<file path="src/rtl/serial_adder_pkg.sv">
// Shared types for the bit-serial adder controller: FSM state encoding and default width.
package serial_adder_pkg;

    typedef enum logic [1:0] {
        IDLE = 2'd0,
        ADD  = 2'd1,
        DONE = 2'd2
    } state_t;

    localparam int DEFAULT_NUM_BITS = 8;

endpackage : serial_adder_pkg

</file>
<file path="src/rtl/adder_1bit.sv">
// Single-bit full adder cell, time-shared by the serial adder controller.
module adder_1bit (
    input  logic a,
    input  logic b,
    input  logic carry_in,
    output logic sum,
    output logic carry_out
);

    assign sum       = a ^ b ^ carry_in;
    assign carry_out = (a & b) | (carry_in & (a ^ b));

endmodule : adder_1bit

</file>
<file path="src/rtl/serial_adder_ctrl.sv">
// Bit-serial N-bit adder: captures operands on start, then feeds one bit per clock
// through a shared adder_1bit cell, LSB first, recirculating the carry.
module serial_adder_ctrl
    import serial_adder_pkg::*;
#(
    parameter int NUM_BITS = DEFAULT_NUM_BITS
) (
    input  logic                clk,
    input  logic                n_rst,
    input  logic                start,
    input  logic [NUM_BITS-1:0] a,
    input  logic [NUM_BITS-1:0] b,
    input  logic                carry_in,
    output logic                busy,
    output logic                done,
    output logic [NUM_BITS-1:0] sum,
    output logic                overflow
);

    localparam int CNT_W = $clog2(NUM_BITS);
    localparam logic [CNT_W-1:0] LAST_BIT = CNT_W'(NUM_BITS - 1);

    state_t              r_state;
    logic [NUM_BITS-1:0] r_aSr;
    logic [NUM_BITS-1:0] r_bSr;
    logic [NUM_BITS-1:0] r_partial;
    logic [NUM_BITS-1:0] r_sum;
    logic                r_carry;
    logic                r_overflow;
    logic [CNT_W-1:0]    r_bitCnt;

    state_t              w_stateNext;
    logic                w_load;
    logic                w_step;
    logic                w_finish;
    logic                w_cellSum;
    logic                w_cellCarry;
    logic [CNT_W-1:0]    w_cntInc;
    logic                w_incCarry;

    adder_1bit u_adder (
        .a         (r_aSr[0]),
        .b         (r_bSr[0]),
        .carry_in  (r_carry),
        .sum       (w_cellSum),
        .carry_out (w_cellCarry)
    );

    always_comb begin
        w_stateNext = r_state;
        w_load      = 1'b0;
        w_step      = 1'b0;
        w_finish    = 1'b0;
        case (r_state)
            IDLE: begin
                if (start) begin
                    w_stateNext = ADD;
                    w_load      = 1'b1;
                end
            end
            ADD: begin
                w_step = 1'b1;
                if (r_bitCnt == LAST_BIT) begin
                    w_stateNext = DONE;
                    w_finish    = 1'b1;
                end
            end
            DONE:    w_stateNext = IDLE;
            default: w_stateNext = IDLE;
        endcase
    end

    // Ripple incrementer for the bit counter so the block holds no behavioural adder.
    always_comb begin
        w_cntInc   = '0;
        w_incCarry = 1'b1;
        for (int i = 0; i < CNT_W; i++) begin
            w_cntInc[i] = r_bitCnt[i] ^ w_incCarry;
            w_incCarry  = r_bitCnt[i] & w_incCarry;
        end
    end

    always_ff @(posedge clk or negedge n_rst) begin
        if (!n_rst) begin
            r_state    <= IDLE;
            r_aSr      <= '0;
            r_bSr      <= '0;
            r_partial  <= '0;
            r_sum      <= '0;
            r_carry    <= 1'b0;
            r_overflow <= 1'b0;
            r_bitCnt   <= '0;
        end else begin
            r_state <= w_stateNext;
            if (w_load) begin
                r_aSr    <= a;
                r_bSr    <= b;
                r_carry  <= carry_in;
                r_bitCnt <= '0;
            end
            if (w_step) begin
                r_carry   <= w_cellCarry;
                r_aSr     <= r_aSr >> 1;
                r_bSr     <= r_bSr >> 1;
                r_partial <= {w_cellSum, r_partial[NUM_BITS-1:1]};
                r_bitCnt  <= w_cntInc;
            end
            // The last cell output goes straight into the result, bypassing the partial register.
            if (w_finish) begin
                r_sum      <= {w_cellSum, r_partial[NUM_BITS-1:1]};
                r_overflow <= w_cellCarry;
            end
        end
    end

    assign busy     = (r_state == ADD);
    assign done     = (r_state == DONE);
    assign sum      = r_sum;
    assign overflow = r_overflow;

endmodule : serial_adder_ctrl

</file>
<file path="config.mk">
export PLATFORM = sky130hd
export DESIGN_NAME = serial_adder_ctrl
export DESIGN_NICKNAME = d
export VERILOG_FILES = /design/src/rtl/serial_adder_pkg.sv /design/src/rtl/adder_1bit.sv /design/src/rtl/serial_adder_ctrl.sv
export SDC_FILE = /design/constraint.sdc
export NUM_CORES = 1
export LEC_CHECK = 0
export BUFFER_PORTS_ARGS = -buffer_cell sky130_fd_sc_hd__buf_4
export CAP_MARGIN = 40
export CORE_ASPECT_RATIO = 1.2
export CORE_UTILIZATION = 45
export CTS_CLUSTER_DIAMETER = 50
export CTS_CLUSTER_SIZE = 14
export DETAILED_ROUTE_END_ITERATION = 8
export GPL_TIMING_DRIVEN = 0
export PLACE_DENSITY_LB_ADDON = 0.1
export SLEW_MARGIN = 20
export SYNTH_ARGS = -nofsm -noshare
export SYNTH_HDL_FRONTEND = slang
export SYNTH_SLANG_ARGS = --single-unit
</file>
<file path="constraint.sdc">
create_clock -name clk -period 1.42 [get_ports clk]
set_clock_uncertainty 0.2 [all_clocks]
set_input_delay 0.071 -clock clk [delete_from_list [all_inputs] [get_ports clk]]
set_output_delay 0.071 -clock clk [all_outputs]
set_load 0.02 [all_outputs]
</file>
* Word-level counts from Yosys, hierarchy flattened
Cells that the tools add are included.
** Word-level totals
- Flip-flop bits (word level) :: 39
- Input bits :: 20
** Operators by class
- Equality and inequality tests :: 5
- Mux-type cells :: 16
- Bitwise gates (word level) :: 9
- Reductions and logical operators :: 3
** Operators with widths (number)
- $mux 8 :: 4
- $mux 1 :: 7
- $mux 3 :: 2
- $mux 2 :: 2
- $pmux 2 s2 :: 1
- $xor 1x1->1 :: 4
- $and 1x1->1 :: 3
- $eq 3x3->1 const B :: 1
- $eq 2x1->1 const B :: 1
- $eq 2x2->1 const B :: 1
- $logic_not 2->1 :: 1
- $ne 2x1->1 const B :: 1
- $ne 2x2->1 const B :: 1
- $reduce_and 2->1 :: 1
- $reduce_bool 2->1 :: 1
- $not 1->1 :: 1
- $or 1x1->1 :: 1

* Logic depth before layout (Yosys ltp)
Gate-level depths: netlist (run 1).
- Depth after elaboration :: 4
- Depth in mapped cells :: 6
- Gate-level depth less buffers :: 4

* By module
From an unflattened synthesis (run 1), not the netlist that was laid out.
** Unflattened totals
- Cells, all modules :: 140
- Area, all modules :: 1704.1 um^2
** Modules (own cells, without submodules)
- serial_adder_ctrl :: times used 1, cells an instance 139, area an instance 1684.1 um^2
- adder_1bit :: times used 1, cells an instance 1, area an instance 20.0 um^2

* Worst setup path before layout (run 1)
No wires, ideal clock.
- Kind :: register to register
- Start point :: reg r_bitCnt[0]
- End point :: reg r_overflow, in the netlist overflow
- Library setup time :: 0.125 ns
- Arrival time :: 1.233 ns
- Path slack :: -0.138 ns
- Stages on the path, launching flop included :: 5
- Buffers on the path :: 0
- Period minus slack after synthesis :: 1.558 ns
- Cell sequence :: dfrtp_1 -> ha_1 -> ha_1 -> nand2_8 -> mux2_4
** Between the ends
- Longest elaborated chain between the ends :: 3
** RTL lines
- from (decl) :: RTL line serial_adder_ctrl.sv:30 : logic [CNT_W-1:0] r_bitCnt;
- from (signal assigned) :: RTL line serial_adder_ctrl.sv:106 : r_bitCnt <= w_cntInc;
- $eq 3x3->1 :: RTL line serial_adder_ctrl.sv:63 : if (r_bitCnt == LAST_BIT) begin
- $mux 1 :: RTL line serial_adder_ctrl.sv:63
- $mux 1 :: RTL line serial_adder_ctrl.sv:54 : case (r_state)
- to (signal assigned) :: RTL line serial_adder_ctrl.sv:111 : r_overflow <= w_cellCarry;
- to (decl) :: RTL line serial_adder_ctrl.sv:29 : logic r_overflow;
Every way passes these cells.
A chain may end at the register's enable or synchronous reset.

* Worst setup path after layout (run 1)
- Start point :: reg r_bitCnt[0]
- End point :: reg r_sum[1], in the netlist sum[1]
** Between the ends
- Longest elaborated chain between the ends :: 3
** RTL lines
- $eq 3x3->1 :: RTL line serial_adder_ctrl.sv:63
- $mux 1 :: RTL line serial_adder_ctrl.sv:63
- $mux 1 :: RTL line serial_adder_ctrl.sv:54
- to (signal assigned) :: RTL line serial_adder_ctrl.sv:110 : r_sum <= {w_cellSum, r_partial[NUM_BITS-1:1]};
- to (decl) :: RTL line serial_adder_ctrl.sv:27 : logic [NUM_BITS-1:0] r_sum;
Every way passes these cells.

==> reports/metrics.cfg, run 1 <==
[worst_hold_path]
timing.hold.worst_path_depth = 3
hold_end = r_state[0]
hp-start = start
worst_hold_path_type = input port to flip-flop

[finish]
postLayoutCellArea_um2 = 2470
finalNetCount = 234
finish.utilization_pct = 72.73
layout.cells.most_common = buf_4
layout-area-overhead-vs-synth_pct = 50.80
drive_gt1_share_pct = 43.40
insertedDiodeCount = 0
layout.cells.most_common_list = buf_4 (41), dfrtp_1 (36), nand2_1 (22), dlygate4sd3_1 (19), o22ai_1 (16)

[clock_network]
tritoncts = built
cts_made_buffers = 5
htree_levels = 2
tritoncts_num_sinks = 38
path_clk_slew_ns = 0.07
root_buffer = clkbuf_8
insertion_delay_ns = 0.29
cts_max_path_buffers = 2

[drt]
detail-route-antenna-nets = 0
vias_per_cell = 5.394
detailedRoute.firstIterationViolations = 82
postRouteWirelength_mm = 3.886
dr.pass1.iters = 6
wire_per_inst_um = 15.61
vias = 1343
drt_drc_violations_left = 6

[grt]
vias_in_the_first_global_route = 1302
grt_start_max_net_pins = 39
track_usage_pct = 21.10
grt_antenna_before_repair = 0
grt_first_pass_wirelength_mm = 6.161
globalRouteOverflowTotal = 0

[critical_path]
worstPathMaxFanout = 5
worstSetupEndpointType = flip-flop
timing.critical_path.from_type = flip-flop
worst_r2r_path_depth = 4
critical_path_arrival_ns = 1.50
crit_required_ns = 1.39
crit-reg2reg-capture = sum[1]
critPathKind = flip-flop to flip-flop
crit-reg2reg-launch = r_bitCnt[0]
rrSetupSlack_ns = -0.10

[synthesis]
yosysWarnings = 0
seq_area_frac_synth_pct = 58.06
yosys_register_bits = 38
summed_instance_area_of_the_synthesized_netlist_um2 = 1638
synth_nets = 162
post_synth_inst_count = 139
post_synth_num_cell_types = 22
synthesis.area_per_instance_um2 = 11.78

[flow_run]
cap_violations = 0

[floorplan]
die_w_um = 57.07
floorplan.initialDensity_pct = 48.23
design.portCount = 31
fp.dieH_um = 68.09
placementRows = 23
floorplan.core_area_um2 = 3396
floorplan.die_area_um2 = 3886

[placement]
dp_slack_ns = -0.1694
gp_congestion = 0.7312
hpwl_mm = 2.234
placedInstanceArea_um2 = 1924
place.port_buffers = 30

[timing]
rsz0062_at_grt = yes
max_slew.worst_pin.slew_ns = 0.4740
totalNegativeSetupSlack_ns = -1.016
fin_hold_ws_ns = 0.001791
layout_setup_ws_ns = -0.1036
final-hold-violation-count = 0
slew-limit-headroom_pct = 68.40
timing_max_transition_violations_final = 0
timing.final.crit_share_pct = 107.3
timing.final.crit_period_ns = 1.524
max_clock_freq_mhz = 656.4
timing.final.setup_violations = 12

[power_and_ir_drop]
p_leak_nw = 1.169
sw_frac_of_total_pct = 36.32
power_frac_clock_pct = 14.5
cellInternalPower_w = 0.003320
powerDensity_nw_per_um2 = 2111
share_comb_of_total_power_pct = 47.3
power_switching_w = 0.001894
irDropWorstVdd_uv = 1132
seq_power_share_pct = 38.2

[outcome]
outcome = complete, but fails checks
failed_checks = DRC, setup timing

## power by group through the flow
stage          Clock, W  Sequential, W  Combinational, W
6_report       0.000755        0.00199           0.00247
5_1_grt        0.000809        0.00206           0.00268
4_1_cts        0.000770        0.00197           0.00224
3_5_place_dp          0        0.00198           0.00200
3_3_place_gp          0        0.00194           0.00193
2_1_floorplan         0        0.00204           0.00132
## through the flow
stage | instances | total power (W)
3_5_place_dp | 206 | 0.003975
4_1_cts | 241 | 0.004976
2_1_floorplan | 139 | 0.003358
5_1_grt | 249 | 0.005549
3_3_place_gp | 206 | 0.003874
6_report | 249 | 0.005214
## registers in the layout, summed over array words and instances (netlist names)
| signal | flops |
|---|---|
| overflow | 1 |
| r_aSr | 8 |
| r_bSr | 8 |
| r_bitCnt | 3 |
| r_carry | 1 |
| r_partial | 7 |
| r_state | 2 |
| sum | 8 |
## layout make-up
class | instances | area, µm²
fill | 247 | 925.9
clock inverter | 1 | 5.005
multi-input combinational | 91 | 739.5
inverter | 4 | 23.77
buffer | 6 | 61.31
tap | 37 | 46.29
sequential | 38 | 953.4
timing repair buffer | 65 | 554.3
clock buffer | 7 | 86.33
## Yosys cell counts (all sizes together)
master   instances  share of area (%)
inv              3                1.1
nor2b            1               0.38
a32o             1               0.61
o21ai            3               0.92
o22ai           24                9.2
clkbuf           2               0.46
a2bb2oi          6                3.2
mux2             9                8.3
a22o             2                1.1
dfrtp           38                 58
nand2           23                6.3
nand2b           3                1.1
a21oi           11                3.4
fa               1                1.2
buf              5                2.1
clkinv           1               0.23
ha               2                1.5
nor2             4               0.92
## cell families (layout without fill, tap and decap cells)
logic type	Yosys count	in the layout	share of synthesized area [%]
AO/OA/AOI/OAI	47	47	18.33
adder cells (fa/ha/maj)	3	3	2.750
AND/OR/NAND/NOR	31	32	8.709
multiplexers	9	9	8.251
buffers and inverters	11	83	3.896
flip-flops	38	38	58.06
## repair_timing
action | CTS | global route
hold buffers | 19 | 0
endpoints found under the setup margin | 29 | 30
setup buffers | 8 | 7
pin swaps | 2 | 4
hold endpoints to repair | 55 | 0
gates cloned | 1 | 1
resized for setup | 15 | 25
## layer usage
layer  track usage (%)  up-vias  routed length, µm
met5                 0        -                  0
met4             7.927        0                 71
met3             4.348        7                146
met2             34.85       37               1883
met1             27.61      649               1784
li1                  -      650                  -
## critical path: stages, from the launching register on
cell	delay [ns]
dfrtp_1	0.41
ha_2	0.20
ha_4	0.19
nand2_4	0.11
mux2_4	0.30
## worst max path at each step
stage / startpoint / to / slack, ns / cells past startpoint
final: r_bitCnt[0] / sum[1] / -0.10 / 4
after global routing: r_bitCnt[0] / sum[4] / -0.13 / 4
after global placement: r_state[1] / r_aSr[6] / -0.12 / 4
after detailed placement: r_state[1] / r_aSr[6] / -0.17 / 4
after floorplan: r_carry / sum[7] / -0.04 / 2
after CTS: r_bitCnt[0] / sum[1] / -0.11 / 4
Power figures use the tool's default switching activity.
==> run 2: changes to the inputs <==
Clock period 1.42 ns to 1.75 ns, I/O delays scaled along.
==> reports/metrics.cfg, run 2 (synthesis gave the netlist of run 1 again) <==
[timing]
slew-limit-headroom_pct = 66.18
final-hold-violation-count = 0
timing_max_transition_violations_final = 0
timing.final.setup_violations = 0
max_slew.worst_pin.slew_ns = 0.5055
timing.final.crit_period_ns = 1.697
timing.final.crit_share_pct = 96.99
rsz0062_at_grt = no
totalNegativeSetupSlack_ns = 0
max_clock_freq_mhz = 589.2

[power_and_ir_drop]
powerDensity_nw_per_um2 = 1765
p_leak_nw = 1.067
irDropWorstVdd_uv = 701.3

[finish]
layout.cells.most_common_list = dfrtp_1 (37), buf_4 (30), o22ai_1 (24), nand2_1 (22), dlygate4sd3_1 (19)
postLayoutCellArea_um2 = 2205
multi_input_area_um2 = 623.1
finalNetCount = 217
layout-area-overhead-vs-synth_pct = 34.61
drive_gt1_share_pct = 28.72
filler_cell_count = 275
layout.cells.most_common = dfrtp_1
insertedDiodeCount = 0
regArea_um2 = 952.2

[grt]
track_usage_pct = 19.31
globalRouteOverflowTotal = 0
vias_in_the_first_global_route = 1295
grt_first_pass_wirelength_mm = 5.595
grt_start_max_net_pins = 39
grt_antenna_before_repair = 0

[critical_path]
worstSetupEndpointType = flip-flop
launching_element_of_the_worst_setup_path = r_state[0]
critPathKind = flip-flop to flip-flop
worstPathMaxFanout = 8
crit-reg2reg-launch = r_state[0]
timing.critical_path.from_type = flip-flop
crit_required_ns = 1.71
critical_path_arrival_ns = 1.66

[floorplan]
floorplan.core_area_um2 = 3396
floorplan.die_area_um2 = 3886
die_w_um = 57.07
placementRows = 23
design.portCount = 31
fp.dieH_um = 68.09
floorplan.initialDensity_pct = 48.23

[drt]
detailedRoute.firstIterationViolations = 36
drt_drc_violations_left = 4
vias = 1287
wire_per_inst_um = 14.56
detail-route-antenna-nets = 0
dr.pass1.iters = 6
postRouteWirelength_mm = 3.378
vias_per_cell = 5.547

[clock_network]
tritoncts = built
htree_levels = 2
cts_max_path_buffers = 2
root_buffer = clkbuf_8
tritoncts_num_sinks = 38
cts_made_buffers = 5
path_clk_slew_ns = 0.07
insertion_delay_ns = 0.29
buffers_inserted_during_post_cts_setup_optimization = 0

[placement]
place.port_buffers = 30
placedInstanceArea_um2 = 1909
gp_congestion = 0.7548
hpwl_mm = 2.344

[outcome]
failed_checks = DRC
outcome = complete, but fails checks

[worst_hold_path]
worst_hold_path_type = input port to flip-flop
hp-start = start

[flow_run]
cap_violations = 0

[run 2: critical path, cell delays in order, from the launching register on]
cell	delay, ns
dfrtp_1	0.47
nor2_1	0.09
o21ai_0	0.13
o21ai_0	0.11
dlygate4sd3_1	0.58
[run 2: worst paths after layout]
check	endpoint	slack [ns]	depth (start not counted)
min in group asynchronous	sum[3]	0.10	2
worst max-delay path	r_aSr[7]	0.05	4
worst min register to register	r_bitCnt[0]	0.28	1
worst min-delay path	r_state[0]	0.06	3
worst max register to register	r_aSr[7]	0.05	4
max in group asynchronous	r_state[1]	0.89	2
[run 2: power by group]
part	leakage, nW	internal [W]	switching (W)
Combinational	0.552	0.000810	0.000785
Sequential	0.457	0.00129	0.000291
Clock	0.0579	0.000419	0.000293
Total	1.07	0.00252	0.00137
[run 2: cell type report]
class | count | share of cell area [%]
clock inverter | 3 | 1.816
clock buffer | 5 | 3.121
multi-input combinational | 90 | 28.26
timing repair buffer | 49 | 18.84
inverter | 4 | 1.078
sequential | 38 | 43.19
tap | 37 | 2.100
buffer | 6 | 1.589
[run 2: repair_timing]
item / 4_1_cts / 5_1_grt
endpoints found under the hold margin: 55 / 0
gates cloned: 0 / 0
hold buffers: 19 / 0
resized for setup: 2 / 1
pin swaps: 0 / 0
endpoints found under the setup margin: 1 / 2
[run 2: metrics by stage]
| stage | hold WS, ns | total power [W] | setup slack, ns | instances | utilization, % |
|---|---|---|---|---|---|
| 2_1_floorplan | -0.4081 | 0.002694 | 0.1915 | 139 | - |
| 3_3_place_gp | -0.1285 | 0.003108 | 0.1437 | 206 | 56.23 |
| 3_5_place_dp | -0.1174 | 0.003187 | 0.1128 | 206 | 56.23 |
| 4_1_cts | 0.05320 | 0.003946 | 0.01196 | 233 | 65.11 |
| 5_1_grt | 0.08049 | 0.004159 | 0.02000 | 232 | 64.92 |
| 6_report | 0.05549 | 0.003892 | 0.05276 | 232 | 64.92 |
[run 2: layer usage]
metal / vias up / GRT usage [%] / routed length (µm)
met3: 4 / 5.104 / 140
met2: 38 / 36.18 / 1773
met1: 630 / 21.30 / 1434
met5: - / 0 / 0
met4: 0 / 6.402 / 30
li1: 615 / - / -
